$ cat src/rtl/instruction_fetch_unit.sv
// Instruction fetch unit: credit-based fetch requests, in-flight PC tracking,
// stale-response filtering after redirects, and a small instruction buffer to decode.
module instruction_fetch_unit #(
    parameter logic [31:0] RESET_PC   = 32'h0040_0000,
    parameter int unsigned FIFO_DEPTH = 2
) (
    input  logic        clk,
    input  logic        reset,
    output logic        imem_req_valid_o,
    input  logic        imem_req_ready_i,
    output logic [31:0] imem_addr_o,
    input  logic        imem_rsp_valid_i,
    input  logic [31:0] imem_rsp_data_i,
    output logic        instr_valid_o,
    input  logic        instr_ready_i,
    output logic [31:0] instruction_o,
    output logic [31:0] pc_o,
    output logic [31:0] pc_plus_4_o,
    input  logic        redirect_i,
    input  logic [31:0] redirect_pc_i
);

    localparam int unsigned PTR_W = (FIFO_DEPTH > 2) ? 2 : 1;
    localparam int unsigned CNT_W = PTR_W + 1;
    localparam int unsigned SUM_W = CNT_W + 1;

    logic [31:0]      fpc_q, fpc_n;
    logic [CNT_W-1:0] outst_q, outst_n;
    logic [CNT_W-1:0] stale_q, stale_n;
    logic [CNT_W-1:0] fcnt_q, fcnt_n;
    logic [PTR_W-1:0] ipc_rd_q, ipc_rd_n, ipc_wr_q, ipc_wr_n;
    logic [PTR_W-1:0] f_rd_q, f_rd_n, f_wr_q, f_wr_n;
    logic             req_valid_q, req_valid_n;
    logic             instr_valid_q, instr_valid_n;
    logic [31:0]      instr_q, instr_n;
    logic [31:0]      pc_q, pc_n;
    logic [31:0]      pc4_q, pc4_n;

    logic [31:0] ipc_mem     [FIFO_DEPTH];
    logic [31:0] f_instr_mem [FIFO_DEPTH];
    logic [31:0] f_pc_mem    [FIFO_DEPTH];

    logic        req_accept;
    logic        rsp_drop;
    logic        fifo_push;
    logic        fifo_pop;
    logic [31:0] rsp_pc;

    // Low address bits of the redirect target are deliberately discarded.
    logic unused_redirect_lsbs;
    assign unused_redirect_lsbs = ^redirect_pc_i[1:0];

    assign imem_req_valid_o = req_valid_q;
    assign imem_addr_o      = fpc_q;
    assign instr_valid_o    = instr_valid_q;
    assign instruction_o    = instr_q;
    assign pc_o             = pc_q;
    assign pc_plus_4_o      = pc4_q;

    // Next-state logic for fetch pointer, credit counters and instruction buffer.
    always_comb begin
        fpc_n         = fpc_q;
        stale_n       = stale_q;
        f_rd_n        = f_rd_q;
        f_wr_n        = f_wr_q;
        fcnt_n        = fcnt_q;

        req_accept = req_valid_q & imem_req_ready_i;
        // With an empty in-flight queue a response can only belong to this cycle's accept.
        rsp_pc     = (outst_q == '0) ? fpc_q : ipc_mem[ipc_rd_q];
        rsp_drop   = redirect_i | (stale_q != '0);
        fifo_push  = imem_rsp_valid_i & ~rsp_drop;
        fifo_pop   = instr_valid_q & instr_ready_i & ~redirect_i;

        outst_n  = outst_q + CNT_W'(req_accept) - CNT_W'(imem_rsp_valid_i);
        ipc_wr_n = ipc_wr_q + PTR_W'(req_accept);
        ipc_rd_n = ipc_rd_q + PTR_W'(imem_rsp_valid_i);

        if (redirect_i) begin
            fpc_n = {redirect_pc_i[31:2], 2'b00};
        end else if (req_accept) begin
            fpc_n = fpc_q + 32'd4;
        end

        if (redirect_i) begin
            stale_n = outst_n;
        end else if (imem_rsp_valid_i && (stale_q != '0)) begin
            stale_n = stale_q - CNT_W'(1);
        end

        if (redirect_i) begin
            f_rd_n = '0;
            f_wr_n = '0;
            fcnt_n = '0;
        end else begin
            f_wr_n = f_wr_q + PTR_W'(fifo_push);
            f_rd_n = f_rd_q + PTR_W'(fifo_pop);
            fcnt_n = fcnt_q + CNT_W'(fifo_push) - CNT_W'(fifo_pop);
        end

        // The new head is the entry being written when the read pointer lands on it.
        if (fifo_push && (f_rd_n == f_wr_q)) begin
            instr_n = imem_rsp_data_i;
            pc_n    = rsp_pc;
        end else begin
            instr_n = f_instr_mem[f_rd_n];
            pc_n    = f_pc_mem[f_rd_n];
        end
        pc4_n         = pc_n + 32'd4;
        instr_valid_n = (fcnt_n != '0);
        req_valid_n   = (SUM_W'(fcnt_n) + SUM_W'(outst_n)) < SUM_W'(FIFO_DEPTH);
    end

    // Control and output registers.
    always_ff @(posedge clk or negedge reset) begin
        if (!reset) begin
            fpc_q         <= RESET_PC;
            outst_q       <= '0;
            stale_q       <= '0;
            fcnt_q        <= '0;
            ipc_rd_q      <= '0;
            ipc_wr_q      <= '0;
            f_rd_q        <= '0;
            f_wr_q        <= '0;
            req_valid_q   <= 1'b0;
            instr_valid_q <= 1'b0;
            instr_q       <= 32'd0;
            pc_q          <= 32'd0;
            pc4_q         <= 32'd4;
        end else begin
            fpc_q         <= fpc_n;
            outst_q       <= outst_n;
            stale_q       <= stale_n;
            fcnt_q        <= fcnt_n;
            ipc_rd_q      <= ipc_rd_n;
            ipc_wr_q      <= ipc_wr_n;
            f_rd_q        <= f_rd_n;
            f_wr_q        <= f_wr_n;
            req_valid_q   <= req_valid_n;
            instr_valid_q <= instr_valid_n;
            instr_q       <= instr_n;
            pc_q          <= pc_n;
            pc4_q         <= pc4_n;
        end
    end

    // Payload storage; validity is tracked entirely by the reset counters above.
    always_ff @(posedge clk) begin
        if (req_accept) begin
            ipc_mem[ipc_wr_q] <= fpc_q;
        end
        if (fifo_push) begin
            f_instr_mem[f_wr_q] <= imem_rsp_data_i;
            f_pc_mem[f_wr_q]    <= rsp_pc;
        end
    end

endmodule

$ cat config.mk
export PLATFORM = sky130hd
export DESIGN_NAME = instruction_fetch_unit
export DESIGN_NICKNAME = d
export VERILOG_FILES = /design/src/rtl/instruction_fetch_unit.sv
export SDC_FILE = /design/constraint.sdc
export NUM_CORES = 1
export LEC_CHECK = 0
export ABC_AREA = 1
export BUFFER_PORTS_ARGS = -buffer_cell sky130_fd_sc_hd__clkbuf_2
export CAP_MARGIN = 20
export CORE_ASPECT_RATIO = 1.2
export CORE_MARGIN = 4
export CORE_UTILIZATION = 35
export CTS_BUF_LIST = sky130_fd_sc_hd__clkbuf_4 sky130_fd_sc_hd__clkbuf_8
export DETAILED_ROUTE_END_ITERATION = 6
export PLACE_DENSITY = 0.49
export SLEW_MARGIN = 25
export SYNTH_ARGS = -nofsm -noshare
export SYNTH_HDL_FRONTEND = slang
export SYNTH_SLANG_ARGS = --single-unit
$ cat constraint.sdc
create_clock -name clk -period 8.6 [get_ports clk]
set_input_delay 0 -clock clk [delete_from_list [all_inputs] [get_ports clk]]
set_output_delay 0 -clock clk [all_outputs]
set_load 0.1 [all_outputs]
# After elaboration in Yosys (flattened, before gate mapping)
# Memory sizes are Yosys's and may differ from the RTL's. A register that Yosys moved wholly into a read port is not among the register bits.
# Cells that the tools add are included.
# totals
regBits	108
ramBits	192
in_bits	70
out_inout_bits	130
word_cells	57
n_memories	3
# memory_table
memory	depth	width	rd	rd_ports_with_merged_regs	wr	line	text
f_instr_mem	2	32	1	1	1	40	logic [31:0] f_instr_mem [FIFO_DEPTH];
f_pc_mem	2	32	1	0	1	41	logic [31:0] f_pc_mem [FIFO_DEPTH];
ipc_mem	2	32	1	0	1	39	logic [31:0] ipc_mem [FIFO_DEPTH];
# op_classes
addsub	12
n_lt_le_gt_ge	1
eq_ne	1
muxes	13
bitwise	7
n_reduce_logical	8
# op_table
cell	n
32-bit two-way mux	4
32-bit by 3-bit adder with 32-bit output (second input constant)	2
2-bit nonzero test	4
1-bit two-way mux	6
2-bit two-way mux	3
1-bit adder	4
2-bit by 1-bit adder with 2-bit output	2
1-bit AND	4
2-bit by 1-bit subtractor with 2-bit output	2
2-bit by 2-bit adder with 3-bit output	1
3-bit by 2-bit less-than comparator with 1-bit output (second input constant)	1
1-bit logical AND	2
2-bit logical NOT	1
1-bit inverter	2
2-bit by 1-bit subtractor with 2-bit output (second input constant)	1
1-bit equality test	1
1-bit logical NOT	1
1-bit bitwise OR	1

# Depth between registers and ports, before layout
# depth
word_depth	9
ltp_mapped	18
mapped_depth_nobuf	16

# Least setup slack after synthesis
# Ideal clock, no wire load.
# synth_timing
path_kind	reg-to-reg
startpoint	register stale_q[0]
endpoint	memory f_instr_mem[0][0] (enable)
setup_time_ns	0.427
arrival_time_ns	2.735
t_required_ns	8.173
slack_ns	5.438
path_stages_with_launch	9
n_path_buf	3
period_less_slack_ns	3.162
path_cell_list	dfrtp_1 inv_1 ha_1 inv_1 nor3_4 buf_6 buf_6 buf_4 ha_1
# synth_via
elab_chain_cells	6
# synth_lines
element	line	text
start: declaration	29	logic [CNT_W-1:0] stale_q, stale_n;
start signal: assignment	133	stale_q <= stale_n;
2-bit nonzero test	71	rsp_drop = redirect_i | (stale_q != '0);
1-bit bitwise OR	71	
1-bit inverter	72	fifo_push = imem_rsp_valid_i & ~rsp_drop;
1-bit AND	72	
1-bit two-way mux	152	if (fifo_push) begin
1-bit two-way mux (not written as such)	153	f_instr_mem[f_wr_q] <= imem_rsp_data_i;
end: declaration	40	
# Every way passes these cells.

# Worst setup path after layout
# layout_timing
startpoint	register instr_valid_q, in the netlist instr_valid_o
endpoint	register pc4_q[20], in the netlist pc_plus_4_o[20]
# layout_via
elab_chain_cells	8
word_cells_on_any_way	9
classes_between	add/sub (2); eq/ne (1); mux (2); bitwise (2); reduce/logical (1); memory (1)
# layout_lines
element	line	text
start: declaration	34	logic instr_valid_q, instr_valid_n;
start signal: assignment	140	instr_valid_q <= instr_valid_n;
1-bit AND * (2 in series)	73	fifo_pop = instr_valid_q & instr_ready_i & ~redirect_i;
1-bit adder *	97	f_rd_n = f_rd_q + PTR_W'(fifo_pop);
1-bit two-way mux *	91	if (redirect_i) begin
1-bit equality test	102	if (fifo_push && (f_rd_n == f_wr_q)) begin
1-bit logical AND	102	
32-bit two-way mux *	102	
named net pc_n[2]	36	logic [31:0] pc_q, pc_n;
32-bit by 3-bit adder with 32-bit output *	109	pc4_n = pc_n + 32'd4;
named net pc4_n[20]	37	logic [31:0] pc4_q, pc4_n;
end signal: assignment	143	pc4_q <= pc4_n;
end: declaration	37	
# The timed path passes the listed nets; every way through them passes the cells marked *.
# A chain may end at the register's enable or synchronous reset.

==> impl_metrics.csv <==
group,metric,value,unit
timing,rsz0062_at_grt,"false",
worst_setup_path,arrival,4.68,ns
floorplanning,fp.dieW,193,microns
synth,synthesis.area,14400,sq um
synth,yosysSeqAreaShare,61.5,%
worst_setup_path,r2r_cells,17,
power_and_ir_drop,max-vdd-ir-drop,0.295,mV
worst_setup_path,slowest_stage,"buf_4",
worst_setup_path,r2r-end,"pc_plus_4_o[20]",
timing,skew,0.0342,ns
min_path,hp-class,"in -> reg",
timing,worstMarginPinSlew,0.849,ns
worst_setup_path,critical_path_required,9.07,ns
finish,fin_util,43.1,%
timing,hold_ws,0.103,ns
finish,layout.cells.non_filler,2328,
clock_network,cts_tree,"yes",
clock_network,clkTransAtPathRegs,0.06,ns
power_and_ir_drop,internal-power,3.32,mW
detailed_routing,vias,10837,
worst_setup_path,crit_family,"simple AND/OR/NAND/NOR gates",
synth,synth.avg_cell_area,9.70,sq um
detailed_routing,routed_wl,37400,microns
synth,synthFlopType,"edfxtp_1",
worst_setup_path,path_class,"reg -> reg",
power_and_ir_drop,power_frac_clock,21.1,%
placement,routabilityCongestion,0.802,
floorplanning,fp.dieH,231,microns
clock_network,root_buffer,"clkbuf_8",
worst_setup_path,cp.buffers_inverters,2,
synth,synth_common_cells,"nand2_1, edfxtp_1, dfrtp_1, nor2_1, inv_1",
clock_network,cts_setup_buffers,0,
synth,yosys.cell_types.count,41,
synth,synth_most_common_cell,"nand2_1",
synth,synthTopCellsByArea,"edfxtp_1, dfrtp_1, nand2_1",
global_routing,antenna_found_initial,1,
placement,placedCellCount,2163,
global_routing,grt_max_degree,85,
finish,finalNetCount,1826,
power_and_ir_drop,p_switching,3.37,mW
floorplanning,start_util,35.5,%
timing,max_freq,0.238,GHz
worst_setup_path,critPathMaxFanout,84,
floorplanning,die_area,44600,sq um
floorplanning,coreArea,40700,sq um
timing,drv_slew,0,
clock_network,cts_buffers,52,
timing,setup_viol,0,
min_path,hold_end,"imem_addr_o[12]",
detailed_routing,drt-initial-drc-count,635,
clock_network,cts.path.max_buffers,3,
timing,hold_viol,0,
detailed_routing,firstDrtPassIters,7,
worst_setup_path,path_cells,"nand3_2, buf_4, nand2_2, nand2_2, nand2_4, nand2_4, buf_4, nand2_1, nand2_1, ha_1, nand3_1, nor2_2, nand3_1, nor2_1, nand2_1, nand2_1, nand2_1",
placement,dpl.hpwl,24100,microns
finish,drive_gt1_share,20.2,%
global_routing,grt-ovfl-total,0,
power_and_ir_drop,switching_share,50.3,%
clock_network,htree_levels,2,
worst_setup_path,reg2reg_slack,4.39,ns
placement,portBuffers,191,
global_routing,grt_use_total,16.5,%
synth,ys.warnings.count,0,
timing,fin_crit_sh,48.9,%
timing,max_slew_margin,43.4,%
clock_network,cts_sinks,318,
power_and_ir_drop,power,6.69,mW
floorplanning,pin_count,200,
worst_setup_path,r2r-start,"instr_valid_o",
synth,netlist_instances,1490,
power_and_ir_drop,power_density,381,nW/um^2
status,status,"complete, no violations",
power_and_ir_drop,cellLeakagePower,7.86,nW
global_routing,grt_pass1_wl,59700,microns
power_and_ir_drop,p_seq_share,33.0,%
worst_setup_path,cpMostUsedCell,"nand2_1",
job,drv_cap,0,
min_path,whs_path_depth,5,
floorplanning,num_rows,81,
finish,n_fill_cell,4011,
synth,yosysTopAreaCellShare,38.2,%
finish,syn_to_final_growth,21.5,%
min_path,hold_path_startpoint,"imem_req_ready_i",
synth,ys_ff_latch,318,
clock_network,clk_latency,0.61,ns
detailed_routing,viasPerCell,4.66,
detailed_routing,ant_nets,0,
detailed_routing,avgRoutedWirePerCell,16.1,microns
worst_setup_path,end_kind,"register",
detailed_routing,route.detailed.drc,0,
worst_setup_path,startpoint_type,"register",
worst_setup_path,max_stage_delay,0.73,ns
timing,min_period,4.21,ns
timing,tns,0,ns
synth,async_flop_share,42.1,%
global_routing,grt_pass1_vias,10608,
power_and_ir_drop,p_comb_share,45.9,%
synth,synth_edf_count,184,
synth,yosysTopAreaCell,"edfxtp_1",
==> layout make-up <==
| cell class | instances | area [sq um] | area share, % |
|---|---|---|---|
| sequential | 318 | 8880 | 50.6 |
| timing repair buffer | 268 | 1710 | 9.73 |
| multi-input combinational | 989 | 4720 | 26.9 |
| antenna | 1 | 2.50 | 0.0143 |
| clock buffer | 78 | 973 | 5.54 |
| inverter | 115 | 432 | 2.46 |
| clock inverter | 20 | 166 | 0.948 |
| tap | 539 | 674 | 3.84 |
==> per-stage QoR <==
step / setup WS [ns] / instance area [sq um]
2_1_floorplan: 5.44 / 14500
3_3_place_gp: 4.38 / 15700
3_5_place_dp: 4.36 / 15700
4_1_cts: 4.32 / 17500
5_1_grt: 3.98 / 17600
6_report: 4.39 / 17600
==> flip-flops by register name (all words and copies together), names as in the netlist <==
| signal | flops |
|---|---|
| imem_req_valid_o | 1 |
| pc_o | 30 |
| pc_plus_4_o | 30 |
| fcnt_q | 2 |
| outst_q | 2 |
| imem_addr_o | 30 |
| instr_valid_o | 1 |
| ipc_rd_q | 1 |
| f_instr_mem | 64 |
| f_rd_q | 1 |
| ipc_mem | 60 |
| ipc_wr_q | 1 |
| instruction_o | 32 |
| f_pc_mem | 60 |
| stale_q | 2 |
| f_wr_q | 1 |
==> what timing repair did <==
| action | 4_1_cts | 5_1_grt |
|---|---|---|
| hold endpoints to repair | 189 | 0 |
| hold buffers | 66 | 0 |
| gates resized for setup | 0 | 0 |
==> power groups by stage <==
stage          sequential, mW  clock, mW  combinational (mW)
4_1_cts                  2.21       1.46                3.09
3_5_place_dp             2.24          0                3.07
6_report                 2.21       1.41                3.07
3_3_place_gp             2.24          0                3.04
2_1_floorplan            3.66          0                1.02
5_1_grt                  2.25       1.53                3.28
==> layout by cell type, fill, tap and decap left out, types with 8 or more instances in the layout <==
cell,n
dfrtp_1,132
inv_1,111
clkbuf_4,16
o21ai_0,14
buf_4,10
nor2_1,130
o211ai_1,9
a21oi_1,10
clkbuf_2,190
edfxtp_1,184
nand2_1,515
xnor2_1,8
a31oi_1,33
nand2_2,28
nor2_2,11
nand3_1,74
nor3_1,10
clkinv_2,8
clkbuf_8,62
xor2_1,39
nand4_1,49
dlygate4sd3_1,66
==> per-layer routing <==
metal / track usage, % / vias up / wire [microns]
met4: 4.01 / 0 / 614
met5: 0 / - / 0
met2: 27.0 / 260 / 17500
met3: 2.90 / 49 / 1720
li1: - / 5381 / -
met1: 23.2 / 5147 / 17500
==> worst min-delay path: stages <==
cell      delay, ns
clkbuf_2       0.08
nand2_1        0.28
nor2_1         0.11
xnor2_1        0.14
a21oi_1        0.06
==> worst max path at each step <==
stage,from,to,slack [ns],cells past startpoint
global route,instr_valid_o,pc_plus_4_o[20],3.98,17
CTS,instr_valid_o,pc_plus_4_o[20],4.32,17
global placement,instr_valid_o,pc_plus_4_o[20],4.38,17
detailed placement,instr_valid_o,pc_plus_4_o[20],4.36,17
floorplan,stale_q[0],f_instr_mem[0][0],5.44,8
finish,instr_valid_o,pc_plus_4_o[20],4.39,17
==> cells by family (layout without fill, tap and decap cells) <==
logic type	after synthesis	after routing	synth area share, %
simple gates	844	844	25.1
flops	318	318	61.5
buf+inv	188	481	6.10
compound gates	80	80	3.42
xor+xnor	47	47	2.85
fa+ha+maj	12	12	1.09
other cells	1	7	0.0260
(Power assumes the default switching activity.)
